## config.mk

```make
export PLATFORM = sky130hd
export DESIGN_NAME = rf_wb_scoreboard
export DESIGN_NICKNAME = d
export VERILOG_FILES = /design/src/rtl/rf_wb_scoreboard_pkg.sv /design/src/rtl/rr_arbiter.sv /design/src/rtl/rf_wb_scoreboard.sv
export SDC_FILE = /design/constraint.sdc
export NUM_CORES = 1
export LEC_CHECK = 0
export ABC_AREA = 1
export BUFFER_PORTS_ARGS = -buffer_cell sky130_fd_sc_hd__buf_4
export CORE_UTILIZATION = 45
export DETAILED_ROUTE_END_ITERATION = 12
export PLACE_DENSITY = 0.73
export SLEW_MARGIN = 20
export SYNTH_ARGS = -nofsm -noshare
export SYNTH_HDL_FRONTEND = slang
export SYNTH_SLANG_ARGS = --single-unit
```

## constraint.sdc

```tcl
create_clock -name clk -period 2.3 [get_ports clk]
set_clock_uncertainty 0.1 [all_clocks]
set_input_delay 0.46 -clock clk [delete_from_list [all_inputs] [get_ports clk]]
set_output_delay 0.46 -clock clk [all_outputs]
set_load 0.01 [all_outputs]
```

## src/rtl/rf_wb_scoreboard_pkg.sv

```systemverilog
// Shared types for the register-file writeback path and hazard scoreboard.
package rf_wb_scoreboard_pkg;

    localparam int unsigned DataWidth = 32;
    typedef logic [DataWidth-1:0] data_t;

    localparam int unsigned NUM_REGS_DEFAULT = 32;
    localparam int unsigned RW_DEFAULT       = $clog2(NUM_REGS_DEFAULT);
    typedef logic [RW_DEFAULT-1:0] reg_idx_t;

    // Index width that stays legal for a single-entry range.
    function automatic int unsigned idx_width(input int unsigned n);
        return (n > 1) ? $clog2(n) : 1;
    endfunction

endpackage

```

## src/rtl/rr_arbiter.sv

```systemverilog
// Round-robin arbiter: one-hot grant, search starts just after the last winner.
module rr_arbiter
    import rf_wb_scoreboard_pkg::*;
#(
    parameter int unsigned N = 2
) (
    input  logic         clk,
    input  logic         reset,
    input  logic [N-1:0] req_i,
    input  logic         advance_i,
    output logic [N-1:0] gnt_o
);

    localparam int unsigned PW = idx_width(N);

    logic [PW-1:0] last_q, last_d;

    always_comb begin
        logic        found;
        int unsigned idx;
        gnt_o  = '0;
        last_d = last_q;
        found  = 1'b0;
        idx    = 0;
        for (int unsigned i = 1; i <= N; i++) begin
            idx = 32'(last_q) + i;
            if (idx >= N) begin
                idx = idx - N;
            end
            if (!found && req_i[idx]) begin
                found      = 1'b1;
                gnt_o[idx] = 1'b1;
                last_d     = PW'(idx);
            end
        end
    end

    // Reset pointer to the top entry so requester 0 wins first.
    always_ff @(posedge clk) begin
        if (reset) begin
            last_q <= PW'(N - 1);
        end else if (advance_i && (|gnt_o)) begin
            last_q <= last_d;
        end
    end

endmodule

```

## src/rtl/rf_wb_scoreboard.sv

```systemverilog
// Register-file write-port arbiter, registered write stage and busy scoreboard
// that stalls issue on RAW/WAW hazards.
module rf_wb_scoreboard
    import rf_wb_scoreboard_pkg::*;
#(
    parameter  int unsigned NUM_REGS = NUM_REGS_DEFAULT,
    parameter  int unsigned NUM_WB   = 2,
    localparam int unsigned RW       = $clog2(NUM_REGS)
) (
    input  logic                           clk,
    input  logic                           reset,
    input  logic                           issue_valid_i,
    input  logic [RW-1:0]                  issue_rs1_i,
    input  logic [RW-1:0]                  issue_rs2_i,
    input  logic [RW-1:0]                  issue_rd_i,
    input  logic                           issue_wr_i,
    output logic                           issue_stall_o,
    input  logic [NUM_WB-1:0]              wb_valid_i,
    input  logic [NUM_WB-1:0][RW-1:0]      wb_rd_i,
    input  data_t [NUM_WB-1:0]             wb_data_i,
    output logic [NUM_WB-1:0]              wb_ready_o,
    output logic                           rf_we_o,
    output logic [RW-1:0]                  rf_rd_o,
    output data_t                          rf_wr_data_o,
    output logic [NUM_REGS-1:0]            busy_o
);

    logic [NUM_WB-1:0]   gnt;
    logic                grant;
    logic [RW-1:0]       win_rd;
    data_t               win_data;

    logic                rf_we_q, rf_we_d;
    logic [RW-1:0]       rf_rd_q, rf_rd_d;
    data_t               rf_data_q, rf_data_d;

    logic [NUM_REGS-1:0] busy_q, busy_d;
    logic [NUM_REGS-1:0] set_vec, clr_vec;

    rr_arbiter #(
        .N (NUM_WB)
    ) u_arb (
        .clk       (clk),
        .reset     (reset),
        .req_i     (wb_valid_i),
        .advance_i (|wb_valid_i),
        .gnt_o     (gnt)
    );

    assign grant      = |gnt;
    assign wb_ready_o = gnt;

    // Grant is one-hot, so an OR-mux selects the winner.
    always_comb begin
        win_rd   = '0;
        win_data = '0;
        for (int unsigned i = 0; i < NUM_WB; i++) begin
            if (gnt[i]) begin
                win_rd   = win_rd | wb_rd_i[i];
                win_data = win_data | wb_data_i[i];
            end
        end
    end

    // x0 writebacks drain through the grant but never reach the rf.
    always_comb begin
        rf_we_d   = grant && (win_rd != '0);
        rf_rd_d   = rf_we_d ? win_rd : rf_rd_q;
        rf_data_d = rf_we_d ? win_data : rf_data_q;
    end

    assign issue_stall_o = issue_valid_i &
                           (busy_q[issue_rs1_i] | busy_q[issue_rs2_i] |
                            (issue_wr_i & busy_q[issue_rd_i]));

    // Clear first, then set, so a same-cycle issue keeps the register busy.
    always_comb begin
        set_vec = '0;
        clr_vec = '0;
        if (issue_valid_i && !issue_stall_o && issue_wr_i && (issue_rd_i != '0)) begin
            set_vec[issue_rd_i] = 1'b1;
        end
        if (rf_we_q) begin
            clr_vec[rf_rd_q] = 1'b1;
        end
        busy_d = (busy_q & ~clr_vec) | set_vec;
    end

    always_ff @(posedge clk) begin
        if (reset) begin
            rf_we_q   <= 1'b0;
            rf_rd_q   <= '0;
            rf_data_q <= '0;
            busy_q    <= '0;
        end else begin
            rf_we_q   <= rf_we_d;
            rf_rd_q   <= rf_rd_d;
            rf_data_q <= rf_data_d;
            busy_q    <= busy_d;
        end
    end

    assign rf_we_o      = rf_we_q;
    assign rf_rd_o      = rf_rd_q;
    assign rf_wr_data_o = rf_data_q;
    assign busy_o       = busy_q;

    a_gnt_onehot : assert property (@(posedge clk) disable iff (reset) $onehot0(gnt));
    a_gnt_valid  : assert property (@(posedge clk) disable iff (reset)
                                    (gnt & ~wb_valid_i) == '0);
    a_x0_idle    : assert property (@(posedge clk) disable iff (reset) !busy_q[0]);

endmodule
```

== Word-level counts from Yosys, hierarchy flattened ==
Cells that the tools add are included.

* Magnitude comparators: 12
* Add/subtract/negate cells: 4
* Bitwise operators: 10
* Muxes and demuxes: 31
* Reduce and logical (&&, ||, !) cells: 18

{| class="wikitable"
|+ Operators with widths
! kind !! count
|-
| 32-bit 2-to-1 mux || 6
|-
| 32-bit by 1-bit >= comparator with 1-bit output, second input constant || 2
|-
| 32-bit by 2-bit >= comparator with 1-bit output, second input constant || 2
|-
| 32-bit by 2-bit < comparator with 1-bit output, second input constant || 2
|-
| 32-bit OR || 2
|-
| 32-bit by 2-bit subtractor with 32-bit output, second input constant || 2
|-
| 32-bit AND || 1
|-
| 32-bit NOT || 1
|-
| 5-bit by 6-bit < comparator with 1-bit output, second input constant || 4
|-
| 1-bit binary-select mux with 5-bit select || 3
|-
| 1-bit 2-to-1 mux || 14
|-
| 1-bit demux with 5-bit select || 2
|-
| 5-bit by 1-bit >= comparator with 1-bit output, second input constant || 2
|-
| 1-bit logical AND || 10
|-
| 5-bit 2-to-1 mux || 2
|-
| 5-bit nonzero test || 2
|-
| 5-bit OR || 1
|-
| 2-bit 2-to-1 mux || 2
|-
| 2-bit OR reduction || 2
|-
| 1-bit by 2-bit adder with 3-bit output, second input constant || 1
|-
| 1-bit by 1-bit adder with 2-bit output, second input constant || 1
|-
| 1-bit AND || 2
|-
| 1-bit demux with 1-bit select || 2
|-
| 1-bit logical NOT || 2
|-
| other kinds (4) || 5
|}

* Logic and storage cells: 80
* Register bits after elaboration: 71
* Output and inout port bits: 73

== Logic depth before layout (Yosys ltp) ==
* Depth after elaboration: 15
* Depth in mapped cells: 15
* Gate-level depth less buffers: 12

== Cells and area by module ==
Synthesis repeated with hierarchy kept, for this count alone.

* Cells, all modules: 678
* Area, all modules: 4,561.9 µm²

{| class="wikitable"
|+ By module, submodules not included
! module !! cells an instance !! times used !! area each (µm²) !! sequential area each (µm²)
|-
| rf_wb_scoreboard || 669 || 1 || 4,501.8 || 1,401.3
|-
| rr_arbiter || 9 || 1 || 60.1 || 20.0
|}

== Worst setup path after synthesis ==
OpenSTA, ideal clock, no wires.

* Path type: in2out
* Start: in issue_rd_i[0]
* End: out issue_stall_o
* Arrival: 1.505 ns
* Path slack: 0.235 ns
* Stages: 11
* Cells stage by stage: buf_6 > buf_6 > o21ai_1 > nand2_1 > nand2_1 > nand2_1 > nand2_1 > nor2_4 > a21oi_4 > o21ai_0 > inv_1

* Longest elaborated chain between the ends: 5

{| class="wikitable"
|+ Ends and longest elaborated chain
! what !! line !! source
|-
| start, declared || rf_wb_scoreboard.sv:15 || <nowiki>input logic [RW-1:0] issue_rd_i,</nowiki>
|-
| 1-bit binary-select mux with 5-bit select || rf_wb_scoreboard.sv:74 || <nowiki>(issue_wr_i & busy_q[issue_rd_i]));</nowiki>
|-
| 1-bit 2-to-1 mux (implied by the code) || rf_wb_scoreboard.sv:74 ||
|-
| 1-bit AND || rf_wb_scoreboard.sv:74 ||
|-
| 1-bit OR || rf_wb_scoreboard.sv:73 || <nowiki>(busy_q[issue_rs1_i] | busy_q[issue_rs2_i] |</nowiki>
|-
| 1-bit AND || rf_wb_scoreboard.sv:72 || <nowiki>assign issue_stall_o = issue_valid_i &</nowiki>
|-
| end, declared || rf_wb_scoreboard.sv:17 || <nowiki>output logic issue_stall_o,</nowiki>
|}

Every way passes these cells. The select of a mux whose other input is x is not followed.

== Worst setup path in the final report ==
* Start: reg busy_q[31] (netlist: busy_o[31])
* End: out issue_stall_o

* Longest elaborated chain between the ends: 5
* Elaborated cells between the ends (all ways): 10
* Those cells by class: 6 x mux; 4 x bitwise

{| class="wikitable"
|+ Ends and longest elaborated chain
! what !! line !! source
|-
| start, declared || rf_wb_scoreboard.sv:37 || <nowiki>logic [NUM_REGS-1:0] busy_q, busy_d;</nowiki>
|-
| start signal, assigned || rf_wb_scoreboard.sv:99 || <nowiki>busy_q <= busy_d;</nowiki>
|-
| 1-bit binary-select mux with 5-bit select (on tied branches) || rf_wb_scoreboard.sv:73, rf_wb_scoreboard.sv:74 ||
|-
| 1-bit 2-to-1 mux (on tied branches) || rf_wb_scoreboard.sv:73, rf_wb_scoreboard.sv:74 ||
|-
| 1-bit OR / 1-bit AND (equally long branches) || rf_wb_scoreboard.sv:73, rf_wb_scoreboard.sv:74 ||
|-
| 1-bit OR * || rf_wb_scoreboard.sv:73 ||
|-
| 1-bit AND * || rf_wb_scoreboard.sv:72 ||
|}

Every way passes the cells marked *; elsewhere a longest branch is shown, timed or not. The select of a mux whose other input is x is not followed.

==> results.ini <==
[drt]
drt_pass1_iterations = 5
dr_wl_met3_um = 1530
postRouteAntennaNets = 0
highest_layer = met4
viasPerCell = 5.25
drtIter0Drc = 396
wl_per_cell_um = 15.0
drc = 0
wl_um = 15600
via_count = 5441
wl_met1_um = 6200
wl_met2_um = 7130

[critical_path]
slowest_delay_ns = 0.39
slowest_stage = dfxtp_2
start_kind = flip-flop
cp_max_fo = 5
critPathRequiredTime_ns = 1.74
worstPathArrival_ns = 1.68
critPathKind = reg -> out
path_cells = inv_1 -> nand2_1 -> nand3_1 -> nand3_1 -> nand3_2 -> nand3_2 -> nand2_2 -> nand2_4 -> o21ai_1 -> inv_1 -> buf_4
cp_top_family = simple AND/OR/NAND/NOR gates
worst-path-buf-inv = 3
end_kind = output port

[floorplan]
die-area_sq_um = 10900
dieHeight_um = 104
start_util = 0.462
io_pins = 168
core.rowCount = 37
core_sq_um = 10200
die_x_um = 104

[logic_synthesis]
yosys-top-cells-count = 225 x nand2_1, 108 x nor2_1, 71 x dfxtp_1
synth_cell_type_count = 29
synth_area_leaders = dfxtp_1 30%, nand2_1 18%, nor2_1 8.6%
syn_nets = 836
synth-edff-count = 0
synth_seq_cells = 71
yosysMostFrequentCell = nand2_1
async_reset_ff_frac = 0
ys_seq_area_frac = 0.301
synth_area_sq_um = 4720
synth_top_cell_area_share = 0.301
synth_flop_cell = dfxtp_1
synth_cells = 741
avgSynthCellArea_sq_um = 6.38
yosys.area.top_type = dfxtp_1
yosysWarnings = 0

[clock_tree]
htree_levels = 3
cts_tree = yes
path_clk_slew_ns = 0.09
clockBufferDepth = 2
clkLatencyLatePin_ns = 0.35
cts_sinks = 71
cts_buffers = 9
cts_root_buffer = clkbuf_8

[power_and_ir_drop]
seq_power_share = 0.445
power.switching_uw = 978
intPower_mw = 2.01
p_per_area_nw_per_um2 = 471
power_frac_comb = 0.255
netSwitchingFraction = 0.328
pwr-share-clk = 0.299
total_leakage_power_nw = 2.91
vdd.ir_drop.worst_mv = 0.255

[global_route]
grt_max_degree = 38
antenna_found_initial = 0
track_usage = 0.284
overflow = 0
grt_pass1_vias = 5095
grt_pass1_wl_um = 24500

[timing]
whs_ns = 0.253
hold_viol_final = 0
max_freq_mhz = 447
slew_headroom = 0.615
tightest_slew_ns = 0.578
finalMaxSlewViolations = 0
finalCritPeriodShare = 0.972
setup_viol = 0
period_minus_slack_ns = 2.24

[outcome]
status = complete, no violations

[finish]
fin_nets = 991
nFillCells = 969
fin_area_sq_um = 6330
regArea_sq_um = 1500
area_growth_pct = 34.1
final_layout_size_suffix_gt1_frac = 0.365
antennaDiodeCount = 0
multi_input_area_sq_um = 2850

[placed_design]
placed_cell_area_sq_um = 6000
place_hpwl_um = 11500
gp_congestion = 0.936
io_buffers = 167

[job]
maxCapViolCount = 0

[min_path]
hp-class = in -> reg

[per-layer routing]
| metal | vias to the layer above | global-route usage |
|---|---|---|
| li1 | 2690 | - |
| met4 | 0 | 0.170 |
| met3 | 49 | 0.0739 |
| met2 | 276 | 0.459 |
| met5 | - | 0 |
| met1 | 2426 | 0.336 |
[registers in the layout (all words and copies together) (netlist names)]
name / flops
rf_rd_o: 5
rf_we_o: 1
u_arb.last_q: 1
busy_o: 32
rf_wr_data_o: 32
[final timing paths]
check | slack, ns | cells past startpoint | start | end
min | 0.25 | 4 | reset | rf_we_o$_SDFF_PP0_
min reg2reg | 0.39 | 2 | rf_wr_data_o[4]$_SDFFE_PP0P_ | rf_wr_data_o[4]$_SDFFE_PP0P_
max | 0.06 | 11 | busy_o[31]$_SDFF_PP0_ | issue_stall_o
max reg2reg | 0.27 | 14 | busy_o[16]$_SDFF_PP0_ | busy_o[22]$_SDFF_PP0_
[worst register-to-register path: cells and delay by family, from the launching register on]
family | cells | cell delay (ns)
buf+inv | 4 | 0.61
simple gates | 7 | 0.61
flops | 1 | 0.36
compound gates | 3 | 0.27
[layout by cell type (no fill, tap or decap)]
| cell | n |
|---|---|
| a22o_1 | 5 |
| nand4_1 | 2 |
| nand3_2 | 35 |
| clkbuf_1 | 1 |
| clkinv_2 | 1 |
| inv_6 | 2 |
| inv_2 | 11 |
| nor3_1 | 8 |
| dfxtp_2 | 17 |
| nor2_4 | 1 |
| nand2_1 | 221 |
| a21oi_1 | 6 |
| a21oi_2 | 30 |
| inv_4 | 3 |
| dfxtp_1 | 39 |
| o21ai_0 | 39 |
| nor2_1 | 107 |
| nand2_4 | 2 |
| nor3_2 | 1 |
| buf_12 | 3 |
| dfxtp_4 | 15 |
| nand3_1 | 62 |
| nor2_2 | 4 |
| o21ai_2 | 3 |
| o211ai_1 | 1 |
| clkbuf_8 | 9 |
| a21oi_4 | 1 |
| clkinvlp_4 | 3 |
| nand3b_1 | 1 |
| buf_6 | 2 |
| o21ai_1 | 37 |
| inv_1 | 43 |
| buf_4 | 179 |
| nand2_2 | 6 |
| nor2_8 | 1 |
[repair_timing]
action                                  4_1_cts  5_1_grt
gates cloned                                  0        0
gates resized for setup                      28       49
setup buffers                                 0        3
pin swaps                                     0        6
endpoints found under the setup margin        1        1
hold buffers                                  0        0
hold endpoints to repair                      0        0
[cell families after synthesis]
logic type | count (synthesis) | synth area share
buffers and inverters | 97 | 0.109
AOI/OAI and AO/OA | 122 | 0.160
and+or+nand+nor | 451 | 0.430
DFF | 71 | 0.301
[per-stage QoR]
step	setup WS (ns)	instances	TNS, ns	utilization	power, mW
after floorplan	0.235	741	0	-	1.81
after global placement	0.0103	1018	0	0.586	2.10
after detailed placement	-0.0169	1018	-0.0169	0.586	2.12
after CTS	0.00236	1034	0	0.607	3.00
after global routing	-0.0376	1037	-0.0376	0.619	3.15
final	0.0647	1037	0	0.619	2.98
[power by group through the flow]
stage / clock network, mW / registers, mW / logic (mW)
2_1_floorplan: 0 / 1.39 / 0.417
3_3_place_gp: 0 / 1.37 / 0.736
3_5_place_dp: 0 / 1.37 / 0.747
4_1_cts: 0.913 / 1.34 / 0.748
5_1_grt: 0.977 / 1.34 / 0.833
6_report: 0.893 / 1.33 / 0.762
[area by class of cell]
class / count / area share
Timing Repair Buffer: 184 / 0.225
Clock inverter: 6 / 0.00711
Tap cell: 136 / 0.0269
Sequential cell: 71 / 0.237
Multi-Input combinational cell: 573 / 0.449
Clock buffer: 10 / 0.0201
Inverter: 57 / 0.0350
Note: power is estimated with default switching activity, not from simulation.
